[config.mk]
export PLATFORM = sky130hd
export DESIGN_NAME = picosoc_bus_xbar
export DESIGN_NICKNAME = d
export VERILOG_FILES = /design/src/rtl/picosoc_bus_xbar.sv
export SDC_FILE = /design/constraint.sdc
export NUM_CORES = 1
export LEC_CHECK = 0
export BUFFER_PORTS_ARGS = -buffer_cell sky130_fd_sc_hd__buf_2
export CORE_AREA = 4 4 133 135
export DETAILED_ROUTE_END_ITERATION = 10
export DIE_AREA = 0 0 137 139
export GPL_TIMING_DRIVEN = 0
export PLACE_DENSITY = 0.69
export SLEW_MARGIN = 10
export SYNTH_ARGS = -nofsm -noshare
export SYNTH_HDL_FRONTEND = slang
export SYNTH_SLANG_ARGS = --single-unit
[constraint.sdc]
create_clock -name clk -period 1.9 [get_ports clk]
set_input_delay 0.19 -clock clk [delete_from_list [all_inputs] [get_ports clk]]
set_output_delay 0.19 -clock clk [all_outputs]
set_load 0.02 [all_outputs]
[src/rtl/picosoc_bus_xbar.sv]
// Native-bus address decoder and response mux between the picorv32 mem_* port and N slaves.
// Base/mask region table, per-transaction timeout, error response and sticky error status.
//
// state  | meaning
// IDLE   | waiting for mem_valid; decode and latch slave select
// ACTIVE | s_valid to the selected slave; wait for s_ready or timeout
// RESP   | registered read data returned (REG_RESPONSE=1 only)
// ERR    | error response with ERR_DATA (unmapped or timed out)
module picosoc_bus_xbar #(
  parameter int                       NUM_SLAVES     = 4,
  parameter logic [32*NUM_SLAVES-1:0] SLAVE_BASE     = {NUM_SLAVES{32'h0}},
  parameter logic [32*NUM_SLAVES-1:0] SLAVE_MASK     = {NUM_SLAVES{32'hFFFF_FFFF}},
  parameter int                       TIMEOUT_CYCLES = 255,
  parameter bit                       REG_RESPONSE   = 1'b0,
  parameter logic [31:0]              ERR_DATA       = 32'hDEAD_BEEF
) (
  input  logic                       clk,
  input  logic                       reset,
  input  logic                       mem_valid,
  input  logic                       mem_instr,
  output logic                       mem_ready,
  input  logic [31:0]                mem_addr,
  input  logic [31:0]                mem_wdata,
  input  logic [3:0]                 mem_wstrb,
  output logic [31:0]                mem_rdata,
  output logic [NUM_SLAVES-1:0]      s_valid,
  input  logic [NUM_SLAVES-1:0]      s_ready,
  output logic [31:0]                s_addr,
  output logic [31:0]                s_wdata,
  output logic [3:0]                 s_wstrb,
  output logic                       s_instr,
  input  logic [32*NUM_SLAVES-1:0]   s_rdata,
  output logic                       err_flag,
  output logic [31:0]                err_addr,
  output logic [7:0]                 err_count,
  input  logic                       err_clr
);

  localparam int SEL_W = (NUM_SLAVES > 1) ? $clog2(NUM_SLAVES) : 1;
  localparam int CNT_W = (TIMEOUT_CYCLES > 1) ? $clog2(TIMEOUT_CYCLES + 1) : 1;
  localparam bit TO_EN = (TIMEOUT_CYCLES != 0);
  localparam logic [CNT_W-1:0] TO_LAST = (TIMEOUT_CYCLES > 0) ? CNT_W'(TIMEOUT_CYCLES - 1) : '0;

  typedef enum logic [1:0] {IDLE, ACTIVE, RESP, ERR} state_t;

  state_t           state, state_nxt;
  logic [SEL_W-1:0] sel, hit_idx;
  logic             hit;
  logic [CNT_W-1:0] cnt;
  logic [31:0]      rdata_q;
  logic [31:0]      s_rdata_arr [NUM_SLAVES];
  logic             sel_ready, timeout, err_event;

  assign s_addr  = mem_addr;
  assign s_wdata = mem_wdata;
  assign s_wstrb = mem_wstrb;
  assign s_instr = mem_instr;

  for (genvar g = 0; g < NUM_SLAVES; g++) begin : g_rdata
    assign s_rdata_arr[g] = s_rdata[32*g +: 32];
  end

  // Walk from the top index down so the lowest matching index is the last written.
  always_comb begin
    hit     = 1'b0;
    hit_idx = '0;
    for (int i = NUM_SLAVES - 1; i >= 0; i--) begin
      if ((mem_addr & SLAVE_MASK[32*i +: 32]) == SLAVE_BASE[32*i +: 32]) begin
        hit     = 1'b1;
        hit_idx = SEL_W'(i);
      end
    end
  end

  assign sel_ready = s_ready[sel];
  assign timeout   = TO_EN && (cnt == TO_LAST);
  assign err_event = ((state == IDLE) && mem_valid && !hit) ||
                     ((state == ACTIVE) && mem_valid && !sel_ready && timeout);

  always_ff @(posedge clk) begin
    if (reset) state <= IDLE;
    else       state <= state_nxt;
  end

  always_comb begin
    state_nxt = state;
    case (state)
      IDLE:   if (mem_valid) state_nxt = hit ? ACTIVE : ERR;
      ACTIVE: begin
        if (!mem_valid)     state_nxt = IDLE;
        else if (sel_ready) state_nxt = REG_RESPONSE ? RESP : IDLE;
        else if (timeout)   state_nxt = ERR;
      end
      RESP:   state_nxt = IDLE;
      ERR:    state_nxt = IDLE;
      default: state_nxt = IDLE;
    endcase
  end

  always_comb begin
    s_valid   = '0;
    mem_ready = 1'b0;
    mem_rdata = '0;
    case (state)
      ACTIVE: begin
        s_valid[sel] = 1'b1;
        if (!REG_RESPONSE) begin
          mem_rdata = s_rdata_arr[sel];
          mem_ready = mem_valid && sel_ready;
        end
      end
      RESP: begin
        mem_ready = 1'b1;
        mem_rdata = rdata_q;
      end
      ERR: begin
        mem_ready = 1'b1;
        mem_rdata = ERR_DATA;
      end
      default: ;
    endcase
  end

  always_ff @(posedge clk) begin
    if (reset) begin
      sel       <= '0;
      cnt       <= '0;
      rdata_q   <= '0;
      err_flag  <= 1'b0;
      err_addr  <= '0;
      err_count <= '0;
    end else begin
      if (state == IDLE) begin
        cnt <= '0;
        if (mem_valid) sel <= hit_idx;
      end else if (state == ACTIVE) begin
        cnt <= cnt + 1'b1;
      end

      if ((state == ACTIVE) && sel_ready) rdata_q <= s_rdata_arr[sel];

      // A new error in the same cycle as err_clr takes precedence.
      if (err_event) begin
        err_flag  <= 1'b1;
        err_addr  <= mem_addr;
        if (err_clr)                 err_count <= 8'd1;
        else if (err_count != 8'hFF) err_count <= err_count + 8'd1;
      end else if (err_clr) begin
        err_flag  <= 1'b0;
        err_count <= '0;
      end
    end
  end

endmodule

==> metrics.md <==
| Metric | Value |
|---|---|
| Initial antenna violation count | `0` |
| CP Buf/Inv Count | `3` |
| Highest clock rate | `545 MHz` |
| Reg clk slew, reported paths | `0.06 ns` |
| Std-Cell Rows | `47` |
| Highest ir drop seen on vdd | `0.540 mV` |
| Type of destination of the critical path | `output pin` |
| All-layer global routing usage | `14.8%` |
| Hold_buf cts | `0` |
| First-pass iteration count of the detailed router | `4` |
| Cells along the critical path | `buf_4 > and2b_1 > buf_4 > a22o_1 > buf_2` |
| Launch point of the critical path | `state[0]` |
| Clock tree from TritonCTS | `yes` |
| Cells on worst reg2reg path | `8` |
| Worst skew pair latency | `0.34 ns` |
| Unrepaired setup endpoints after global routing | `true` |
| Data required time at the worst endpoint | `1.71 ns` |
| Cell area after technology mapping | `0.00431 mm²` |
| Hold_ws | `0.0916 ns` |
| Share of flip-flops with an asynchronous set or reset after synthesis | `0%` |
| Setup crit start kind | `flip-flop` |
| Data arrival at the endpoint of the critical path | `1.64 ns` |
| CTS HTree Levels | `3` |
| Number of global-route vias before repair | `4225` |
| Number of vias after detailed routing | `4620` |
| Layout Area Growth over Synthesis | `39.6%` |
| Share of the cycle needed by the critical path after routing | `96.6%` |
| Maximum cell stage delay along the critical path | `0.29 ns` |
| Die area | `0.0190 mm²` |
| Number of cells in the finished layout apart from fillers | `1016` |
| Overall die height | `139 µm` |
| R2r startpoint | `state[0]` |
| Number of buffers inserted by port buffering | `211` |
| Inst Count DP | `1000` |
| Path type of the worst min-delay path | `input port to flip-flop` |
| Total leakage power | `2.78 nW` |
| Core region area | `0.0165 mm²` |
| Startpoint of the worst hold path | `s_rdata[20]` |
| Congestion Overflow GR | `0` |
| Drt wl/cell | `14.5 µm` |
| Initial cell density of the core | `26.2%` |
| Final slew viol count | `0` |
| Commonest cells after routing, fill and taps aside | `sky130_fd_sc_hd__buf_2, sky130_fd_sc_hd__a21oi_1, sky130_fd_sc_hd__dfxtp_1, sky130_fd_sc_hd__buf_4, sky130_fd_sc_hd__nand2_1` |
| Remaining routing DRC violations | `0` |
| Slew at the pin closest to its max-slew limit | `0.669 ns` |
| Count of synthesis-stage warnings from yosys | `0` |
| Die span in x | `137 µm` |
| Number of nets still failing antenna checks after routing | `0` |
| Cell class contributing the biggest share of worst-path delay | `buffers and inverters` |
| FF-to-FF End | `err_addr[10]` |
| R2r setup slk | `0.18 ns` |
| Largest net degree at the start of global routing | `14` |
| Post-synth EDFFs | `0` |
| # diodes | `0` |
| Setup slack of the critical path after layout | `0.0655 ns` |
| Max Root-Sink Buffers | `2` |
| Share of post-route cells with drive strength above 1 | `41.7%` |
| Critical path's slowest cell | `sky130_fd_sc_hd__dfxtp_1` |
| Setup CP Type | `flip-flop to output pin` |
| Clk_skew | `0.00775 ns` |
| Max_cap viols | `0` |
| Count of nets after finishing | `999` |
| WHS Endpoint | `rdata_q[20]` |
| Max-Slew Margin vs Limit | `55.4%` |
| Power per cell area | `785 mW/mm²` |
| Most common cell after layout, fill and taps aside | `sky130_fd_sc_hd__buf_2` |
| Global-route wire length before repair | `22.3 mm` |
| I/O pin count | `352` |
| HPWL Detailed | `11.3 mm` |
| Most used flip-flop cell after synthesis | `sky130_fd_sc_hd__dfxtp_1` |
| Distinct cell type count after synthesis | `46` |
| Outcome | `complete, no violations` |
| DRC violation total after the first TritonRoute iteration | `200` |
| Cells after Synth | `567` |
| Setup bufs post-CTS | `0` |
| Setup Slack @ Placement | `-0.0855 ns` |
| Most Frequent Cell on Critical Path | `sky130_fd_sc_hd__buf_4` |
| Overall routed net length | `14.7 mm` |
| Final hold violation count | `0` |
| CTS Buf Count | `9` |
| Post-Syn Area per Cell | `7.61 µm²` |
| CTS sink cnt | `83` |
| Setup-violating endpoint count in the final report | `0` |
| Maximum fanout count along the critical path | `10` |
| Detail-routed via count per cell | `4.55` |
| Share of synthesized area occupied by flip-flops and latches | `38.5%` |
| Buffer type at the clock tree root | `sky130_fd_sc_hd__clkbuf_16` |
| Tmin final | `1.83 ns` |
| Number of cells traversed by the worst hold path | `3` |
| Post-synthesis sequential element count | `83` |
| Gp weighted congestion | `0.834` |
[tightest hold or removal path, cell delays in order]
cell and delay (ns):
sky130_fd_sc_hd__buf_2 0.10, sky130_fd_sc_hd__nand2_1 0.05, sky130_fd_sc_hd__a21oi_1 0.05
[stage by stage]
stage          total power, mW  utilization [%]  TNS (ns)  area, µm²
6_report                  4.73             36.6         0       6020
3_3_place_gp              2.82             34.3    -0.961       5650
4_1_cts                   4.78             36.5         0       6010
5_1_grt                   4.94             36.6  -0.00361       6020
3_5_place_dp              2.83             34.3    -0.949       5650
2_1_floorplan             2.48                -         0       4320
[registers in the layout, indices dropped and copies added (netlist names)]
name       count
cnt            8
err_addr      32
err_count      8
err_flag       1
rdata_q       32
state          2
[worst max-delay path by stage]
stage,end,slack (ns),cells after the start
after CTS,mem_rdata[4],0.006,5
after detailed placement,mem_rdata[0],-0.09,6
after global routing,mem_rdata[4],-0.004,5
after floorplan,mem_rdata[0],0.34,5
after global placement,mem_rdata[0],-0.12,6
final,mem_rdata[4],0.07,5
[cell type report]
cell class,count,area (µm²)
clock inverter,4,72.6
timing repair buffer,211,1060
fill,1763,10400
sequential,83,1660
buffer,113,795
multi-input combinational,370,1890
tap,220,275
inverter,3,11.3
clock buffer,12,256
[Yosys cell counts (3+ instances only)]
cell type / instances / area (µm²)
sky130_fd_sc_hd__buf_2: 11 / 55.1
sky130_fd_sc_hd__o21ai_1: 21 / 105
sky130_fd_sc_hd__a21oi_1: 92 / 460
sky130_fd_sc_hd__nand3_1: 36 / 180
sky130_fd_sc_hd__o21ai_0: 13 / 65.1
sky130_fd_sc_hd__nand2_1: 74 / 278
sky130_fd_sc_hd__inv_1: 3 / 11.3
sky130_fd_sc_hd__xor2_1: 5 / 43.8
sky130_fd_sc_hd__buf_1: 4 / 15.0
sky130_fd_sc_hd__nor4_1: 8 / 50.1
sky130_fd_sc_hd__a22o_1: 8 / 70.1
sky130_fd_sc_hd__or3_1: 3 / 18.8
sky130_fd_sc_hd__buf_4: 74 / 556
sky130_fd_sc_hd__clkbuf_1: 18 / 67.6
sky130_fd_sc_hd__nor2_1: 62 / 233
sky130_fd_sc_hd__ha_1: 3 / 37.5
sky130_fd_sc_hd__buf_6: 5 / 56.3
sky130_fd_sc_hd__mux2i_1: 3 / 30.0
sky130_fd_sc_hd__a211oi_1: 3 / 22.5
sky130_fd_sc_hd__and3_1: 3 / 18.8
sky130_fd_sc_hd__nand4_1: 6 / 37.5
sky130_fd_sc_hd__dfxtp_1: 83 / 1660
[cell families (layout without fill, tap and decap cells)]
group / count (synthesis) / count (layout) / share of synthesized area [%]
AOI/OAI and AO/OA: 151 / 151 / 19.7
muxes: 3 / 3 / 0.696
other: 1 / 3 / 0.0869
xor gates and xnor gates: 7 / 7 / 1.42
buffers and inverters: 116 / 343 / 17.8
DFF: 83 / 83 / 38.5
and+or+nand+nor: 203 / 203 / 20.9
adders and majority gates: 3 / 3 / 0.870
[report_power, final]
group	switching (mW)	total, mW	leakage, nW	internal (mW)
Combinational	0.564	0.946	1.94	0.383
Sequential	0.0385	1.85	0.676	1.81
Clock	0.713	1.93	0.159	1.22
[per-layer routing]
metal / GRT usage (%) / wire length [µm] / vias up
met2: 24.2 / 6820 / 221
li1: - / - / 2309
met1: 18.3 / 6110 / 2079
met4: 4.10 / 153 / 0
met3: 5.30 / 1630 / 11
met5: 0 / 0 / -
[what timing repair did]
item	in CTS	in global routing
resized for setup	13	12
setup endpoints to repair	30	30
pin swaps	0	0
Power figures use the tool's default switching activity.
